$ cat config.mk
export PLATFORM = sky130hd
export DESIGN_NAME = wb_bbox_extract
export DESIGN_NICKNAME = d
export VERILOG_FILES = /design/src/rtl/wb_bbox_extract.sv
export SDC_FILE = /design/constraint.sdc
export NUM_CORES = 1
export LEC_CHECK = 0
export CORE_UTILIZATION = 29
export DETAILED_ROUTE_END_ITERATION = 12
export PLACE_DENSITY = 0.44
export SETUP_SLACK_MARGIN = 0.3
export SLEW_MARGIN = 10
export SYNTH_ARGS = -nofsm -noshare
export SYNTH_HDL_FRONTEND = slang
export SYNTH_SLANG_ARGS = --single-unit
$ cat constraint.sdc
create_clock -name pre_clk -period 6.2 [get_ports pre_clk]
set_input_delay 1.86 -clock pre_clk [delete_from_list [all_inputs] [get_ports pre_clk]]
set_output_delay 1.86 -clock pre_clk [all_outputs]
set_load 0.02 [all_outputs]
$ cat src/rtl/wb_bbox_extract.sv
// wb_bbox_extract
//   Per-frame bounding box and area of white pixels from the erosion stage.
//   Rows with fewer than MIN_ROW_PIX white pixels do not count toward the
//   vertical extent. Results are published two cycles after pixel
//   (H_ACT-1, V_ACT-1), together with a one-cycle o_done pulse.
//
// Ports
//   pre_clk            pixel clock
//   rst                synchronous active-high reset
//   i_valid, i_wb      pixel strobe and white/black bit
//   i_x, i_y           10-bit pixel column / row
//   o_x0, o_x1         left / right box edge
//   o_y0, o_y1         top / bottom occupied row
//   o_area             white pixel count of the last frame
//   o_found            last frame had area >= MIN_AREA and an occupied row
//   o_done             one-cycle pulse when the outputs update
//
// Build option
//   BBOX_SMOOTH_EN     when defined, a found frame's box is averaged with the
//                      previously published box (first found frame loads raw)
//
// State | meaning
// IDLE  | waiting for a valid pixel at (0,0)
// ACCUM | accumulating the current frame
// LATCH | last pixel taken; final values are snapshotted this cycle
module wb_bbox_extract #(
  parameter int H_ACT       = 640,
  parameter int V_ACT       = 480,
  parameter int MIN_ROW_PIX = 4,
  parameter int MIN_AREA    = 64,
  parameter int AREA_W      = 19
) (
  input  logic              pre_clk,
  input  logic              rst,
  input  logic              i_valid,
  input  logic              i_wb,
  input  logic [9:0]        i_x,
  input  logic [9:0]        i_y,
  output logic [9:0]        o_x0,
  output logic [9:0]        o_x1,
  output logic [9:0]        o_y0,
  output logic [9:0]        o_y1,
  output logic [AREA_W-1:0] o_area,
  output logic              o_found,
  output logic              o_done
);

  localparam logic [9:0]        X_LAST   = 10'(H_ACT - 1);
  localparam logic [9:0]        Y_LAST   = 10'(V_ACT - 1);
  localparam logic [9:0]        ROW_MIN  = 10'(MIN_ROW_PIX);
  localparam logic [AREA_W-1:0] AREA_MIN = AREA_W'(MIN_AREA);

  typedef enum logic [1:0] {IDLE, ACCUM, LATCH} state_t;
  state_t state, state_nxt;

  logic [9:0]        xmin, xmax, ymin, ymax, rowcnt;
  logic              occ;
  logic [AREA_W-1:0] area;
  logic              row_pend, row_ok;
  logic [9:0]        row_y;

  logic [9:0]        res_x0, res_x1, res_y0, res_y1;
  logic [AREA_W-1:0] res_area;
  logic              res_found, pub_pend;

  logic              pix_ok, is_start, line_end, frame_last, accept;
  logic [9:0]        eff_ymin, eff_ymax;
  logic              eff_occ;
  logic [9:0]        n_xmin, n_xmax, n_ymin, n_ymax, n_rowcnt, row_incl;
  logic              n_occ, row_ok_nxt;
  logic [AREA_W-1:0] n_area;

`ifdef BBOX_SMOOTH_EN
  logic have_prev;

  function automatic logic [9:0] avg(input logic [9:0] a, input logic [9:0] b);
    logic [10:0] s;
    s = {1'b0, a} + {1'b0, b};
    return s[10:1];
  endfunction
`endif

  assign pix_ok     = i_valid && (i_x <= X_LAST) && (i_y <= Y_LAST);
  assign is_start   = pix_ok && (i_x == 10'd0) && (i_y == 10'd0);
  assign line_end   = pix_ok && (i_x == X_LAST);
  assign frame_last = line_end && (i_y == Y_LAST);
  // A (0,0) pixel is taken in any state; it also restarts a frame in ACCUM.
  assign accept     = is_start || ((state == ACCUM) && pix_ok);

  always_comb begin
    state_nxt = state;
    case (state)
      IDLE:    if (is_start) state_nxt = ACCUM;
      ACCUM:   if (frame_last) state_nxt = LATCH;
      LATCH:   state_nxt = is_start ? ACCUM : IDLE;
      default: state_nxt = IDLE;
    endcase
  end

  always_comb begin
    // Vertical extent with the previous line's evaluation folded in.
    eff_ymin = ymin;
    eff_ymax = ymax;
    eff_occ  = occ;
    if (row_pend && row_ok) begin
      if (row_y < ymin) eff_ymin = row_y;
      if (row_y > ymax) eff_ymax = row_y;
      eff_occ = 1'b1;
    end

    n_xmin   = xmin;
    n_xmax   = xmax;
    n_ymin   = eff_ymin;
    n_ymax   = eff_ymax;
    n_occ    = eff_occ;
    n_area   = area;
    n_rowcnt = rowcnt;
    // Restart drops any pending row of the old frame along with the rest.
    if (is_start) begin
      n_xmin   = X_LAST;
      n_xmax   = '0;
      n_ymin   = Y_LAST;
      n_ymax   = '0;
      n_occ    = 1'b0;
      n_area   = '0;
      n_rowcnt = '0;
    end
    if (accept && i_wb) begin
      if (n_area != '1) n_area = n_area + 1'b1;
      if (i_x < n_xmin) n_xmin = i_x;
      if (i_x > n_xmax) n_xmax = i_x;
      if (n_rowcnt != 10'h3FF) n_rowcnt = n_rowcnt + 10'd1;
    end
    row_incl   = n_rowcnt;
    row_ok_nxt = (row_incl >= ROW_MIN);
    if (accept && line_end) n_rowcnt = '0;
  end

  always_ff @(posedge pre_clk) begin
    if (rst) begin
      state     <= IDLE;
      xmin      <= X_LAST;
      xmax      <= '0;
      ymin      <= Y_LAST;
      ymax      <= '0;
      occ       <= 1'b0;
      area      <= '0;
      rowcnt    <= '0;
      row_pend  <= 1'b0;
      row_ok    <= 1'b0;
      row_y     <= '0;
      res_x0    <= '0;
      res_x1    <= '0;
      res_y0    <= '0;
      res_y1    <= '0;
      res_area  <= '0;
      res_found <= 1'b0;
      pub_pend  <= 1'b0;
      o_x0      <= '0;
      o_x1      <= '0;
      o_y0      <= '0;
      o_y1      <= '0;
      o_area    <= '0;
      o_found   <= 1'b0;
      o_done    <= 1'b0;
`ifdef BBOX_SMOOTH_EN
      have_prev <= 1'b0;
`endif
    end else begin
      state    <= state_nxt;
      xmin     <= n_xmin;
      xmax     <= n_xmax;
      ymin     <= n_ymin;
      ymax     <= n_ymax;
      occ      <= n_occ;
      area     <= n_area;
      rowcnt   <= n_rowcnt;
      row_pend <= accept && line_end;
      row_ok   <= row_ok_nxt;
      row_y    <= i_y;

      // Snapshot lets a new frame start in the same cycle without disturbing
      // the values about to be published.
      pub_pend <= (state == LATCH);
      if (state == LATCH) begin
        res_x0    <= xmin;
        res_x1    <= xmax;
        res_y0    <= eff_ymin;
        res_y1    <= eff_ymax;
        res_area  <= area;
        res_found <= (area >= AREA_MIN) && eff_occ;
      end

      o_done <= pub_pend;
      if (pub_pend) begin
        o_area  <= res_area;
        o_found <= res_found;
        if (res_found) begin
`ifdef BBOX_SMOOTH_EN
          if (have_prev) begin
            o_x0 <= avg(o_x0, res_x0);
            o_x1 <= avg(o_x1, res_x1);
            o_y0 <= avg(o_y0, res_y0);
            o_y1 <= avg(o_y1, res_y1);
          end else begin
            o_x0 <= res_x0;
            o_x1 <= res_x1;
            o_y0 <= res_y0;
            o_y1 <= res_y1;
          end
          have_prev <= 1'b1;
`else
          o_x0 <= res_x0;
          o_x1 <= res_x1;
          o_y0 <= res_y0;
          o_y1 <= res_y1;
`endif
        end
      end
    end
  end

endmodule
== After elaboration in Yosys (flattened, before gate mapping) ==
Index checks and enable logic that the tools add are counted.

* Register bits after elaboration: 206
* Logic and storage cells: 83

* Add/subtract/negate cells: 2
* Equality and inequality tests: 8
* Multiplexer cells: 21
* $lt $le $gt $ge: 8
* Reductions and logical operators: 19

{| class="wikitable"
|+ Operator list
! cell !! number
|-
| $mux W10 || 13
|-
| $mux W19 || 3
|-
| $gt A10 B10 Y1 || 2
|-
| $logic_not A10 Y1 || 2
|-
| $lt A10 B10 Y1 || 2
|-
| $add A19 B1 Y19 const B || 1
|-
| $ge A19 B7 Y1 const B || 1
|-
| $ne A19 B19 Y1 const B || 1
|-
| $logic_and A1 B1 Y1 || 11
|-
| $add A10 B1 Y10 const B || 1
|-
| $eq A10 B10 Y1 const B || 1
|-
| $eq A10 B9 Y1 const B || 1
|-
| $ge A10 B3 Y1 const B || 1
|-
| $le A10 B10 Y1 const B || 1
|-
| $le A10 B9 Y1 const B || 1
|-
| $ne A10 B10 Y1 const B || 1
|-
| $pmux W2 S3 || 1
|-
| $mux W2 || 2
|-
| $ne A2 B2 Y1 const B || 2
|-
| $reduce_and A2 Y1 || 2
|-
| $reduce_or A2 Y1 || 2
|-
| $eq A2 B1 Y1 const B || 1
|-
| $eq A2 B2 Y1 const B || 1
|-
| $logic_not A2 Y1 || 1
|-
| other kinds (2) || 3
|}

== Depth between registers and ports, before layout ==
* Word-level depth: 10
* Gate-level depth with buffers: 15
* Mapped depth without buffers: 13

== Least setup slack after synthesis ==
Ideal clock, no wire load.

* Kind: in2reg
* Start point: input port i_y[8]
* End point: register xmin[3]
* Stages: 15
* Slack: 1.392 ns
* Library setup time: 0.120 ns
* Arrival time: 4.688 ns
* Cells stage by stage: nor4_4 -> nand4_4 -> nor3_2 -> clkbuf_1 -> nor2_1 -> ha_1 -> a21o_1 -> a21o_1 -> a211oi_1 -> o21ai_0 -> o211ai_1 -> o311a_4 -> buf_6 -> mux2i_1 -> or2_1

* Longest elaborated chain between the ends: 8
* Elaborated cells on any way between the ends: 12

{| class="wikitable"
|+ RTL lines
! item !! line !! text
|-
| start: declaration || 38 || <nowiki>input logic [9:0] i_y,</nowiki>
|-
| $le A10 B9 Y1 || 83 || <nowiki>assign pix_ok = i_valid && (i_x <= X_LAST) && (i_y <= Y_LAST);</nowiki>
|-
| $logic_and A1 B1 Y1 || 83 ||
|-
| $logic_and A1 B1 Y1 (2 in a row) || 84 || <nowiki>assign is_start = pix_ok && (i_x == 10'd0) && (i_y == 10'd0);</nowiki>
|-
| $mux W10 || 119 || <nowiki>if (is_start) begin</nowiki>
|-
| $lt A10 B10 Y1 || 130 || <nowiki>if (i_x < n_xmin) n_xmin = i_x;</nowiki>
|-
| $mux W10 || 130 ||
|-
| $mux W10 (*) || 128 || <nowiki>if (accept && i_wb) begin</nowiki>
|-
| end signal: assignment || 171 || <nowiki>xmin <= n_xmin;</nowiki>
|-
| end: declaration || 56 || <nowiki>logic [9:0] xmin, xmax, ymin, ymax, rowcnt;</nowiki>
|}

Mark *: on every way between the ends. The rest lies on a longest branch, timed or not.
A chain may end at the register's enable or synchronous reset.

== Worst setup path in the final report ==
* Start point: input port i_x[5]
* End point: register xmax[1]

* Longest elaborated chain between the ends: 9
* Elaborated cells on any way between the ends: 13

{| class="wikitable"
|+ RTL lines
! item !! line !! text
|-
| start: declaration || 37 || <nowiki>input logic [9:0] i_x,</nowiki>
|-
| $le A10 B10 Y1 || 83 ||
|-
| $logic_and A1 B1 Y1 (2 in a row) || 83 ||
|-
| $logic_and A1 B1 Y1 (2 in a row) || 84 ||
|-
| $mux W10 || 119 ||
|-
| $gt A10 B10 Y1 || 131 || <nowiki>if (i_x > n_xmax) n_xmax = i_x;</nowiki>
|-
| $mux W10 || 131 ||
|-
| $mux W10 (*) || 128 ||
|-
| end signal: assignment || 172 || <nowiki>xmax <= n_xmax;</nowiki>
|-
| end: declaration || 56 ||
|}

Marks and branches as above.

==> results_dict.tcl <==
set metrics [dict create \
    yosys_most_used_dff "dfxtp_1" \
    met1_usage 0.198 \
    drc 0 \
    required_ns 6.64 \
    ys_top_cells_by_area "dfxtp_1, nand2_1, a21oi_1" \
    synth_top_area_frac 0.470 \
    die_h_um 176 \
    finalHoldViolations 0 \
    leakage_nw 3.91 \
    grt_util_met2 0.235 \
    wl_per_cell_um 14.7 \
    final_nets 1152 \
    drt_iter0_drc 290 \
    grt.overflow.total 0 \
    cts_buffers 25 \
    clkTransAtPathRegs_ns 0.06 \
    critical_path_class "input port to flop" \
    initial_utilization 0.295 \
    core.rowCount 63 \
    worstPathMaxFanout 10 \
    drtAntennaViolNets 0 \
    max_freq_mhz 193 \
    grt_pass1_wl_mm 35.9 \
    r2r_slack_ns 3.80 \
    yosysTopAreaCell "dfxtp_1" \
    die_w_um 176 \
    drv_slew 0 \
    worst_slack_ns 1.03 \
    drt_first_pass_iters 4 \
    power_density_mw_per_mm2 262 \
    status "complete, no violations" \
    h-tree-depth 1 \
    final_common_cell "nand2_1" \
    syn_nets 1080 \
    largestRegisters "area x19, o_area x19, res_area x19" \
    yosysSeqAreaShare 0.470 \
    clk_path_buf_depth 3 \
    start_kind "input port" \
    fillers 3121 \
    num_io_pins 85 \
    grt_start_max_net_pins 87 \
    irDropWorstVdd_mv 0.180 \
    period_minus_slack_ns 5.17 \
    clk_latency_ns 0.52 \
    syn_area_per_cell_sq_um 8.63 \
    ys.warnings.count 0 \
    antenna_found_initial 0 \
    drive_above_1_share 0.0769 \
    grt_util_met3 0.0223 \
    fin_setup_tns_ns 0 \
    hp-class "flop to flop" \
    first_global_vias 6628 \
    vias 6817 \
    synth_edf_count 0 \
    syn_area_sq_mm 0.00877 \
    post_cts_resized 0 \
    rsz0062_at_grt "false" \
    cts_root_buffer "clkbuf_16" \
    postCtsSetupRepairBufs 0 \
    fin_crit_sh 0.834 \
    final_cell_mix "nand2_1, dfxtp_1, nor2_1" \
    hold_ws_ns 0.451 \
    clkSinkCount 206 \
    n_antenna_cell 0 \
    gr-max-usage-layer "met2" \
    area_delta_synth_final_pct 23.1 \
    seq_area_sq_mm 0.00412 \
    globalplace.congestion 0.826 \
    synth.distinct_cells 53 \
    syn_inst 1016 \
    async_reset_ff_frac 0 \
    dieArea_sq_mm 0.0309 \
    multi_input_area_sq_mm 0.00428 \
    cap_violations 0 \
    grt_use_total 0.144 \
    worst_setup_path_end_kind "flop" \
    cp.arrival_ns 5.61 \
    finClkSkew_ns 0.0245 \
    pre_cts_ws_ns 0.475 \
    setup_viol 0 \
    coreArea_sq_mm 0.0297 \
    cts_hold_buf 0 \
    vias_per_cell 4.56 \
    worst_pin_slew_ns 0.952 \
    synth_seq_cells 206 \
    cts_tree "built" \
    portBuffers 84 \
    drt_wl_total_mm 21.9 \
    slew_headroom 0.366 \
    dp_hpwl_mm 15.7 \
]
per-stage QoR:
stage | total power, W | cell area, sq um | cells | utilization
after global routing | 0.00295 | 10800 | 1495 | 0.363
after global placement | 0.00145 | 9990 | 1451 | 0.336
after detailed placement | 0.00145 | 9990 | 1451 | 0.336
after CTS | 0.00289 | 10800 | 1495 | 0.363
final | 0.00283 | 10800 | 1495 | 0.363
after floorplan | 0.00141 | 8770 | 1016 | -
worst max-delay path, cell delays in order:
cell and delay [ns]:
clkdlybuf4s50_1 0.56, nor4_2 0.47, nand2_1 0.18, or3_1 0.52
buf_4 0.25, nand2_1 0.09, ha_1 0.24, a21o_1 0.16
a21o_1 0.16, a21oi_1 0.14, o211ai_1 0.10, nand3_1 0.39
mux2_2 0.40, nor2_1 0.08
worst paths after layout:
path / startpoint / depth (start not counted) / to
hold reg to reg: o_x0[2]$_SDFFE_PP0P_ / 2 / o_x0[2]$_SDFFE_PP0P_
setup reg to reg: area[0]$_SDFF_PP0_ / 9 / area[11]$_SDFF_PP0_
setup / recovery: i_x[5] / 14 / xmax[1]$_SDFF_PP0_
hold / removal: o_x0[2]$_SDFFE_PP0P_ / 2 / o_x0[2]$_SDFFE_PP0P_
logic make-up (layout without fill, tap and decap cells):
logic type               count (synthesis)  after routing  synth area share
multiplexers                            59             59            0.0687
AO/OA/AOI/OAI                          164            164             0.115
AND/OR/NAND/NOR                        436            436             0.227
XOR/XNOR                                20             20            0.0200
buffers and inverters                   91            180            0.0417
adder cells (fa/ha/maj)                 40             40            0.0571
flip-flops                             206            206             0.470
layer usage:
layer,vias to the layer above,wire (um)
met5,-,0
li1,3578,-
met3,24,707
met1,3119,10900
met2,96,9980
met4,0,350
cell usage after synthesis, types with 2 or more instances:
library cell  instances
nor4_1                6
xor2_1               10
a211oi_1             23
nor2_1              113
o211ai_1              5
nor3_2                2
mux2i_1              50
nor2b_1              16
mux2_2                9
buf_6                 3
o21ai_0              10
nand3_1              16
nand4_1              16
or2_1                 8
and3_1                4
xnor2_1              10
ha_1                 40
buf_1                 7
or3_1                 5
a31oi_1               3
nor2_4                2
clkbuf_1             44
a21oi_1             101
and2_1                7
a21o_1               11
dfxtp_1             206
nand2b_1              5
nor4_2                2
or2_2                 4
inv_1                36
nor3_1               11
and4_1                3
nand2_1             207
nor4_4                2
area by class of cell:
cell class                 instances  share of cell area
tap                              390              0.0452
timing repair buffer             100              0.0888
clock inverter                     7             0.00684
sequential                       206               0.382
multi-input combinational        719               0.397
clock buffer                      37              0.0677
inverter                          36              0.0125
power by group:
part	switching [W]	leakage, nW	internal (W)
sequential	0.00000443	1.66	0.00133
combinational	0.0000563	1.85	0.0000329
clock	0.000553	0.394	0.000857
total	0.000614	3.91	0.00222
Note: power is estimated with default switching activity, not from simulation.
